**src/rtl/cpu_pkg.sv**
```systemverilog
// Shared widths, constants and the IF/ID pipeline record for the 32-bit core.
// Imported by the fetch stage and its PC sub-module.
package cpu_pkg;

    localparam int XLEN      = 32;
    localparam int OPCODE_W  = 6;
    localparam int REG_W     = 5;
    localparam int SHAMT_W   = 5;
    localparam int FUNCT_W   = 6;
    localparam int JADDR_W   = 26;
    localparam int IMM_W     = XLEN / 2;

    localparam logic [XLEN-1:0] NOP_INSTR        = 32'h0000_0000;
    localparam logic [XLEN-1:0] RESET_PC_DEFAULT = 32'h0000_0000;
    localparam logic [XLEN-1:0] PC_STEP          = 32'h0000_0004;

    typedef struct packed {
        logic            valid;
        logic [XLEN-1:0] pc_plus4;
        logic [XLEN-1:0] instr;
    } if_id_t;

    // Clears the byte-offset bits so every fetch address is word aligned.
    function automatic logic [XLEN-1:0] word_align(input logic [XLEN-1:0] addr);
        return addr & ~XLEN'(3);
    endfunction

endpackage

```
**src/rtl/pc_reg.sv**
```systemverilog
// Program counter register: reset value, external load, or +4 advance.
// load has priority over en; with neither asserted the PC holds.
module pc_reg
    import cpu_pkg::*;
#(
    parameter int              N         = XLEN,
    parameter logic [N-1:0]    RESET_VAL = RESET_PC_DEFAULT
) (
    input  logic         clk,
    input  logic         reset,
    input  logic         en,
    input  logic         load,
    input  logic [N-1:0] load_val,
    output logic [N-1:0] pc
);

    logic [N-1:0] pc_q;
    logic [N-1:0] pc_d;

    always_comb begin
        pc_d = pc_q;
        if (load) begin
            pc_d = load_val;
        end else if (en) begin
            pc_d = pc_q + N'(4);
        end
    end

    always_ff @(posedge clk) begin
        if (reset) begin
            pc_q <= RESET_VAL;
        end else begin
            pc_q <= pc_d;
        end
    end

    assign pc = pc_q;

endmodule

```
**src/rtl/fetch_id_stage.sv**
```systemverilog
// Fetch stage with the IF/ID pipeline register and decode-field slicing.
// Update priority each edge: reset > redirect > stall > imem_ready > bubble.
module fetch_id_stage
    import cpu_pkg::*;
#(
    parameter int           n        = XLEN,
    parameter int           i        = n / 2,
    parameter logic [n-1:0] RESET_PC = RESET_PC_DEFAULT
) (
    input  logic                clk,
    input  logic                reset,
    output logic [n-1:0]        imem_addr,
    input  logic [n-1:0]        imem_rdata,
    input  logic                imem_ready,
    input  logic                stall,
    input  logic                redirect,
    input  logic [n-1:0]        redirect_pc,
    output logic                id_valid,
    output logic [n-1:0]        id_pc_plus4,
    output logic [n-1:0]        id_instr,
    output logic [OPCODE_W-1:0] id_opcode,
    output logic [REG_W-1:0]    id_rs,
    output logic [REG_W-1:0]    id_rt,
    output logic [REG_W-1:0]    id_rd,
    output logic [SHAMT_W-1:0]  id_shamt,
    output logic [FUNCT_W-1:0]  id_funct,
    output logic [i-1:0]        id_imm16,
    output logic [JADDR_W-1:0]  id_jaddr26
);

    logic [n-1:0] pc;
    logic [n-1:0] pc_plus4;
    logic [n-1:0] redirect_target;
    logic         pc_en;
    logic         accept;

    if_id_t if_id_q;
    if_id_t if_id_d;

    assign redirect_target = redirect_pc & ~n'(3);
    assign accept          = !redirect && !stall && imem_ready;
    assign pc_en           = accept;

    pc_reg #(
        .N         (n),
        .RESET_VAL (RESET_PC)
    ) u_pc_reg (
        .clk      (clk),
        .reset    (reset),
        .en       (pc_en),
        .load     (redirect),
        .load_val (redirect_target),
        .pc       (pc)
    );

    assign imem_addr = pc & ~n'(3);
    // Wraps modulo 2^n by construction; no carry out is kept.
    assign pc_plus4  = pc + n'(4);

    always_comb begin
        if_id_d = if_id_q;
        if (redirect) begin
            if_id_d.valid = 1'b0;
        end else if (stall) begin
            if_id_d = if_id_q;
        end else if (imem_ready) begin
            if_id_d.valid    = 1'b1;
            if_id_d.instr    = imem_rdata;
            if_id_d.pc_plus4 = pc_plus4;
        end else begin
            if_id_d.valid = 1'b0;
        end
    end

    always_ff @(posedge clk) begin
        if (reset) begin
            if_id_q.valid    <= 1'b0;
            if_id_q.pc_plus4 <= '0;
            if_id_q.instr    <= NOP_INSTR;
        end else begin
            if_id_q <= if_id_d;
        end
    end

    // A bubble or flushed slot always presents a NOP to decode.
    assign id_valid    = if_id_q.valid;
    assign id_pc_plus4 = if_id_q.pc_plus4;
    assign id_instr    = if_id_q.valid ? if_id_q.instr : NOP_INSTR;

    assign id_opcode   = id_instr[31:26];
    assign id_rs       = id_instr[25:21];
    assign id_rt       = id_instr[20:16];
    assign id_rd       = id_instr[15:11];
    assign id_shamt    = id_instr[10:6];
    assign id_funct    = id_instr[5:0];
    assign id_imm16    = id_instr[i-1:0];
    assign id_jaddr26  = id_instr[25:0];

endmodule

```
**config.mk**
```make
export PLATFORM = sky130hd
export DESIGN_NAME = fetch_id_stage
export DESIGN_NICKNAME = d
export VERILOG_FILES = /design/src/rtl/cpu_pkg.sv /design/src/rtl/pc_reg.sv /design/src/rtl/fetch_id_stage.sv
export SDC_FILE = /design/constraint.sdc
export NUM_CORES = 1
export LEC_CHECK = 0
export BUFFER_PORTS_ARGS = -buffer_cell sky130_fd_sc_hd__buf_2
export CAP_MARGIN = 20
export CORE_UTILIZATION = 50
export CTS_BUF_LIST = sky130_fd_sc_hd__clkbuf_8
export DETAILED_ROUTE_END_ITERATION = 16
export PLACE_DENSITY_LB_ADDON = 0.08
export SYNTH_ARGS = -nofsm -noshare
export SYNTH_HDL_FRONTEND = slang
export SYNTH_SLANG_ARGS = --single-unit
```
**constraint.sdc**
```tcl
create_clock -name clk -period 2.43 [get_ports clk]
set_input_delay 0.1215 -clock clk [delete_from_list [all_inputs] [get_ports clk]]
set_output_delay 0.1215 -clock clk [all_outputs]
set_load 0.03 [all_outputs]
```
==> results.cfg, run 1 <==
[global_routing]
grt_pass1_vias = 4697
grt_max_degree = 49
grt_usage_pct = 25.6
grt_pass1_wl_microns = 23300
gr-total-overflow = 0
antenna_found_initial = 0

[clock_network]
clockBufferDepth = 2
clkTransAtPathRegs_ps = 90
h-tree-depth = 3
worstSkewPairLatency_ps = 360
cts_tree = done
cts_resized = 0
cts_made_buffers = 9
cts.sinks = 93
cts_root_buffer = clkbuf_8
postCtsSetupRepairBufs = 0

[place]
port_buffers = 233
hpwl_microns = 10400
place.gp.congestion = 0.820

[setup_path]
cp_max_fo = 14
crit_arrival_ps = 2490
required_ps = 2700
startpoint_type = flip-flop
r2r_setup_slack_ps = 220
crit_type = reg2reg
worst_setup_path_end_kind = flip-flop

[job]
maxCapViolations = 0

[finish]
num_antenna_cells = 0
nets = 902
drive_above_1_share_pct = 33.5
final_cell_mix = 233 x buf_2, 93 x dfxtp_1, 90 x nand2_1
fin_util_pct = 59.7
syn_to_final_growth_pct = 16.7
largest_reg_flops = 32
n_fill_cell = 1044
final_common_cell = buf_2

[power]
p_seq_share_pct = 51.1
p_int_mw = 2.32
power_switching_share_pct = 30.2
ir_drop_uv = 326
p_sw_mw = 1.00
powerDensity_mw_per_mm2 = 514
p_clk_share_pct = 32.1
power.leakage_nw = 2.84
combPwrFrac_pct = 16.8

[synthesis]
async_reset_ff_share_pct = 0
ys_ff_latch = 93
yosysTopAreaCell = dfxtp_1
synth.avg_cell_area_sq_um = 7.94
synth_area_leaders = dfxtp_1 34%, buf_4 15%, nand2_1 6.1%
synthCells = 696
ys_types = 52
synth_ff_type = dfxtp_1
yosysSeqAreaShare_pct = 33.7
yosys_warnings = 0
synth_edf_count = 0
synth.top_cell.area_share_pct = 33.7
netlist_area_sq_mm = 0.00552

[drt]
routedWlPerCell_microns = 15.1
ant_nets = 0
routed_via_density = 5.39
wirelength_microns = 14800
drc = 0
firstDrtPassIters = 6
drt_iter0_drc = 319
vias = 5268

[sta]
max_freq_mhz = 452
min_period_ps = 2210
period_share_pct = 91.1
fin_setup_tns_ps = 0
finalSetupViolations = 0
tightest_slew_ps = 916
slew_violations = 0
rsz0062_at_grt = false
hold_viol = 0
fin_skew_ps = 4.31
slew_headroom_pct = 38.8

[floorplan]
start_util_pct = 51.2
row_count = 38
coreArea_sq_mm = 0.0108
fp.dieW_microns = 107
die_area_sq_mm = 0.0115
num_io_pins = 240
fp.dieH_microns = 107

[hold_path]
min_path_type = in2reg

[run_status]
status = finished clean
## metrics by stage
step / instance area, sq um / setup slack (ps) / hold WS (ps) / total power, mW / cells
2_1_floorplan: 5540 / 135 / 257 / 2.11 / 699
3_3_place_gp: 5930 / 308 / 365 / 2.23 / 929
3_5_place_dp: 5930 / 230 / 369 / 2.24 / 929
4_1_cts: 6450 / 203 / 0.429 / 3.35 / 977
5_1_grt: 6450 / 117 / 4.62 / 3.46 / 977
6_report: 6450 / 216 / 16.6 / 3.32 / 977
## critical path, stage by stage, from the launching register on
cell and delay (ps):
dfxtp_1 350, ha_1 220, nand3_1 130, or3_1 590, or4_1 570, a311oi_1 260
## timing repair
action,4_1_cts,5_1_grt
endpoints found under the hold margin,32,0
endpoints found under the setup margin,0,0
hold buffers,32,0
## final cells by class
class | instances | area (sq um) | area share, %
multi-input combinational | 440 | 2560 | 39.8
sequential | 93 | 1860 | 28.9
timing repair buffer | 285 | 1640 | 25.4
tap | 140 | 175 | 2.72
clock buffer | 10 | 138 | 2.13
clock inverter | 6 | 62.6 | 0.970
inverter | 3 | 11.3 | 0.175
## path summary, 6_finish.rpt
kind,start,to,cells past startpoint
worst max-delay path,u_pc_reg.pc[2],u_pc_reg.pc[24],5
worst min-delay path,imem_rdata[0],if_id_q[0],3
worst max register to register,u_pc_reg.pc[2],u_pc_reg.pc[24],5
worst min register to register,if_id_q[24],if_id_q[24],2
## logic make-up after synthesis
family	count (synthesis)	share of synthesized area [%]
AO/OA/AOI/OAI	130	16.2
XOR/XNOR	20	3.17
adder cells (fa/ha/maj)	1	0.226
buffers and inverters	166	20.2
flip-flops	93	33.7
other	1	0.0679
AND/OR/NAND/NOR	285	26.4
## power groups by stage
stage	Sequential, mW	Clock (mW)	Combinational (mW)
floorplan	1.76	0	0.350
global placement	1.72	0	0.511
detailed placement	1.73	0	0.515
CTS	1.69	1.10	0.558
global route	1.71	1.15	0.604
finish	1.69	1.07	0.557
## routing by layer
layer	up-vias	track usage (%)	wire (microns)
met5	-	0	0
met4	0	11.3	367
met3	31	3.47	775
met2	198	44.2	7390
met1	2433	31.6	6260
li1	2606	-	-
## cell usage after synthesis, types with 12 or more instances
| library cell | number |
|---|---|
| a211oi_1 | 18 |
| a21oi_1 | 37 |
| a311oi_1 | 32 |
| and2_1 | 33 |
| buf_4 | 112 |
| clkbuf_1 | 37 |
| dfxtp_1 | 93 |
| nand2_1 | 90 |
| nand3_1 | 12 |
| nand4_1 | 15 |
| nor2_1 | 58 |
| o21ai_0 | 15 |
| o31ai_1 | 17 |
| or3_1 | 20 |
| or4_1 | 17 |
| xnor2_1 | 13 |
(Power assumes the default switching activity.)
==> run 2, diff against run 1 <==
--- a/config.mk
+++ b/config.mk
@@ -10,7 +10,7 @@
 export CORE_UTILIZATION = 50
 export CTS_BUF_LIST = sky130_fd_sc_hd__clkbuf_8
 export DETAILED_ROUTE_END_ITERATION = 16
-export PLACE_DENSITY_LB_ADDON = 0.08
+export PLACE_DENSITY = 0.91
 export SYNTH_ARGS = -nofsm -noshare
 export SYNTH_HDL_FRONTEND = slang
 export SYNTH_SLANG_ARGS = --single-unit
==> run 2 against run 1 <==
Compared with the run above: clock skew grew 10 ps; sequential power barely moved; register-to-register slack got worse by 20 ps; via count up 3.2%; largest power group unchanged.
==> results.cfg, run 2 (synthesized netlist as in run 1, its figures left out) <==
[drt]
vias = 5437
drt_iter0_drc = 410
routed_via_density = 5.55
ant_nets = 0
firstDrtPassIters = 9
routedWlPerCell_microns = 15.6
wirelength_microns = 15200
drc = 0

[global_routing]
antenna_found_initial = 1
grt_pass1_wl_microns = 23700
gr-total-overflow = 0
grt_max_degree = 86
grt_pass1_vias = 4769
grt_usage_pct = 26.5

[finish]
final_common_cell = buf_2
multi_input_area_sq_mm = 0.00256
nets = 903
design_area_sq_mm = 0.00650
fin_util_pct = 60.2
syn_to_final_growth_pct = 17.7
regArea_sq_mm = 0.00186
drive_above_1_share_pct = 33.1
n_fill_cell = 943
final_cell_mix = 233 x buf_2, 93 x dfxtp_1, 90 x nand2_1
fin_cells = 979
largest_reg_flops = 32

[clock_network]
cts.sinks = 93
cts_made_buffers = 9
h-tree-depth = 3
cts_tree = done
clockBufferDepth = 2
cts_resized = 0
clkTransAtPathRegs_ps = 100
postCtsSetupRepairBufs = 0
cts_root_buffer = clkbuf_8
worstSkewPairLatency_ps = 370

[power]
power.leakage_nw = 2.85
powerDensity_mw_per_mm2 = 527
p_total_mw = 3.43
ir_drop_uv = 275

[setup_path]
slowest_stage = o41a_1
path_delay_family = compound AO/OA/AOI/OAI gates
timing.critical_path.buf_inv = 1
required_ps = 2670
critPathMaxStageDelay_ps = 430
cp_max_fo = 12
crit_chain = ha_1, nand3_1, buf_4, or2_2, o41a_1, a2111oi_0
r2r_setup_slack_ps = 200
crit_type = reg2reg
worst_setup_path_end_kind = flip-flop
crit_arrival_ps = 2470
startpoint_type = flip-flop

[sta]
fin_setup_tns_ps = 0
finalSetupViolations = 0
worst_slack_ps = 198
min_period_ps = 2230
period_share_pct = 91.8
max_freq_mhz = 448
hold_ws_ps = 16.6
hold_viol = 0
tightest_slew_ps = 555
slew_headroom_pct = 63.0
fin_skew_ps = 14.3
slew_violations = 0
rsz0062_at_grt = false

[place]
postPlaceCellArea_sq_mm = 0.00592
port_buffers = 233
place.gp.congestion = 0.906
placed_cells = 926
hpwl_microns = 10300
place_ws_ps = 252

[floorplan]
num_io_pins = 240
fp.dieW_microns = 107
fp.dieH_microns = 107
coreArea_sq_mm = 0.0108
row_count = 38
start_util_pct = 51.2
die_area_sq_mm = 0.0115

[hold_path]
min_path_type = in2reg

[run_status]
status = finished clean

[job]
maxCapViolations = 0
[run 2: changes by cell type in the layout (fill, tap and decap cells not counted), sizes merged, moves of 2 or more]
| cell | before | now |
|---|---|---|
| buf | 253 | 250 |
| clkinv | 5 | 2 |
| clkinvlp | 0 | 2 |
| dlygate4sd3 | 32 | 36 |
[run 2: cell type report]
cell class	instances	share of cell area, %
Antenna cell	1	0.0385
Multi-Input combinational cell	440	39.4
Clock buffer	9	1.90
Timing Repair Buffer	286	25.6
Clock inverter	7	1.50
Tap cell	140	2.69
Inverter	3	0.173
Sequential cell	93	28.6
[run 2: worst min-delay path: cells and delay by family]
family	cells	cell delay (ps)
AO/OA/AOI/OAI	1	60
AND/OR/NAND/NOR	1	80
buffers and inverters	1	100
[run 2: per-layer routing]
layer	GRT usage, %	part of all wire, %
met1	31.3	39
met2	45.9	51
met3	4.26	7.0
met4	13.8	3.0
met5	0	0
[run 2: worst paths after layout]
kind	endpoint	cells past startpoint	start
max	u_pc_reg.pc[28]	6	u_pc_reg.pc[3]
min	u_pc_reg.pc[11]	3	redirect_pc[11]
max reg2reg	u_pc_reg.pc[28]	6	u_pc_reg.pc[3]
min reg2reg	if_id_q[18]	2	if_id_q[18]
[run 2: report_power, final]
group | leakage, nW | total, mW | switching (mW) | internal (mW)
Combinational | 1.98 | 0.571 | 0.353 | 0.218
Clock | 0.106 | 1.17 | 0.585 | 0.583
Sequential | 0.763 | 1.69 | 0.0914 | 1.60
[run 2: what timing repair did]
| action | 4_1_cts | 5_1_grt |
|---|---|---|
| hold buffers | 36 | 0 |
| hold endpoints to repair | 36 | 0 |
| endpoints found under the setup margin | 0 | 0 |
==> run 3, diff against run 2 <==
--- a/config.mk
+++ b/config.mk
@@ -5,12 +5,13 @@
 export SDC_FILE = /design/constraint.sdc
 export NUM_CORES = 1
 export LEC_CHECK = 0
+export ABC_AREA = 1
 export BUFFER_PORTS_ARGS = -buffer_cell sky130_fd_sc_hd__buf_2
 export CAP_MARGIN = 20
-export CORE_UTILIZATION = 50
+export CORE_UTILIZATION = 49
 export CTS_BUF_LIST = sky130_fd_sc_hd__clkbuf_8
 export DETAILED_ROUTE_END_ITERATION = 16
-export PLACE_DENSITY = 0.91
+export PLACE_DENSITY = 0.9
 export SYNTH_ARGS = -nofsm -noshare
 export SYNTH_HDL_FRONTEND = slang
 export SYNTH_SLANG_ARGS = --single-unit
==> run 3 against run 2 <==
Compared with the run above: largest power group unchanged; clock power is 13% lower; worst hold slack worse by 4.4 ps; highest routed layer unchanged; cell area decreased by 9.6%; sequential share of layout area increased by 3.0 points.
==> results.cfg, run 3 <==
[place]
placed_cells = 1026
postPlaceCellArea_sq_mm = 0.00568
port_buffers = 233
hpwl_microns = 9770
place.gp.congestion = 0.920

[global_routing]
grt_pass1_wl_microns = 21400
gr-total-overflow = 0
grt_pass1_vias = 4468
grt_max_degree = 65
grt_usage_pct = 24.1
antenna_found_initial = 0

[clock_network]
postCtsSetupRepairBufs = 0
worstSkewPairLatency_ps = 350
clkTransAtPathRegs_ps = 100
cts_root_buffer = clkbuf_8
cts.sinks = 93
cts_hold_buf = 0
cts_resized = 0
cts_made_buffers = 9
clockBufferDepth = 2
cts_tree = done
h-tree-depth = 3

[synthesis]
synth_area_leaders = dfxtp_1 36%, buf_4 16%, nand2_1 15%
ys_ff_latch = 93
synth.avg_cell_area_sq_um = 6.62
netlist_area_sq_mm = 0.00521
synth_most_common_cell = nand2_1
synthCells = 787
yosysTopAreaCell = dfxtp_1
async_reset_ff_share_pct = 0
ys_types = 26
yosys_warnings = 0
synth_ff_type = dfxtp_1
synthTopCellsByCount = 204 x nand2_1, 108 x buf_4, 93 x dfxtp_1
yosysSeqAreaShare_pct = 35.7
synth.top_cell.area_share_pct = 35.7
synth_edf_count = 0

[hold_path]
min-delay-start = imem_rdata[25]
min_path_type = in2reg

[job]
maxCapViolations = 0

[finish]
n_fill_cell = 1075
largest_reg_flops = 32
final_common_cell = buf_2
final_cell_mix = 233 x buf_2, 204 x nand2_1, 93 x dfxtp_1
fin_cells = 1042
design_area_sq_mm = 0.00588
drive_above_1_share_pct = 31.1
nets = 971
fin_util_pct = 57.0
multi_input_area_sq_mm = 0.00217
num_antenna_cells = 0
syn_to_final_growth_pct = 12.8
regArea_sq_mm = 0.00186

[sta]
period_share_pct = 68.7
max_freq_mhz = 599
min_period_ps = 1670
fin_setup_tns_ps = 0
rsz0062_at_grt = false
finalSetupViolations = 0
fin_skew_ps = 9.77
slew_headroom_pct = 46.3
tightest_slew_ps = 804
hold_viol = 0
slew_violations = 0

[drt]
drt_iter0_drc = 212
routed_via_density = 4.88
firstDrtPassIters = 5
ant_nets = 0
routedWlPerCell_microns = 12.8
vias = 5090
drc = 0
wirelength_microns = 13300

[setup_path]
startpoint_type = flip-flop
timing.critical_path.buf_inv = 0
cp_max_fo = 4
reg2reg_from = u_pc_reg.pc[2]
required_ps = 2690
critPathMaxStageDelay_ps = 380
slowest_stage = dfxtp_1
path_delay_family = simple AND/OR/NAND/NOR gates
crit_type = reg2reg
cp-startpoint = u_pc_reg.pc[2]
worst_setup_path_end_kind = flip-flop
crit_arrival_ps = 1930
crit_top_cell = nand2_1
crit_chain = ha_1, nand2_1, nor2_1, nand2_1, nor2_2, nand2_1, nand2_1, nand3_1, o21ai_1

[floorplan]
start_util_pct = 50.5
row_count = 37
num_io_pins = 240
fp.dieH_microns = 105
coreArea_sq_mm = 0.0103
fp.dieW_microns = 105
die_area_sq_mm = 0.0111

[power]
powerDensity_mw_per_mm2 = 527
power.leakage_nw = 3.09
ir_drop_uv = 311
p_total_mw = 3.10

[run_status]
status = finished clean
-- run 3: changes by cell type after synthesis, sizes merged, moves of 18 or more --
cell and change:
nor2 +46, nand2 +120, nand3 +24, inv +64, o21ai +67, a211oi -18, a311oi -32, and2 -31
or3 -21
-- run 3: cell type report --
cell class                      count  area share, %
Sequential cell                    93           31.7
Clock inverter                      4          0.532
Tap cell                          136           2.89
Multi-Input combinational cell    488           36.9
Clock buffer                       12           2.81
Timing Repair Buffer              241           20.9
Inverter                           68           4.34
-- run 3: cells by family after synthesis --
family / share of synthesized area (%)
simple gates: 28.2
buf+inv: 23.0
compound gates: 12.3
flops: 35.7
xor+xnor: 0.504
fa+ha+maj: 0.240
other cells: 0.0719
-- run 3: worst paths after layout --
check                    endpoint  slack, ps  cells past startpoint
setup / recovery  u_pc_reg.pc[24]        760                      9
hold / removal        if_id_q[25]         10                      3
setup reg to reg  u_pc_reg.pc[24]        760                      9
hold reg to reg   id_pc_plus4[23]        460                      2
-- run 3: stage by stage --
| stage | hold slack, ps | setup WS (ps) |
|---|---|---|
| floorplan | 271 | 781 |
| finish | 12.2 | 760 |
| detailed placement | 376 | 861 |
| CTS | 0.814 | 780 |
| global route | 16.1 | 619 |
| global placement | 371 | 898 |
-- run 3: power breakdown --
group	internal [mW]	switching [mW]	total, mW
combinational	0.142	0.296	0.438
clock	0.459	0.557	1.02
sequential	1.59	0.0553	1.64
-- run 3: worst register-to-register path, cell delays in order (launching register included) --
cell and delay, ps:
dfxtp_1 380, ha_1 170, nand2_1 90, nor2_1 150, nand2_1 160, nor2_2 230, nand2_1 70, nand2_1 60
nand3_1 100, o21ai_1 150
-- run 3: routing by layer --
| metal | up-vias | GRT usage (%) | share of wire (%) |
|---|---|---|---|
| met4 | 0 | 8.15 | 2.4 |
| li1 | 2571 | - | - |
| met5 | - | 0 | 0 |
| met3 | 25 | 3.31 | 6.3 |
| met1 | 2279 | 29.3 | 41 |
| met2 | 215 | 43.5 | 50 |
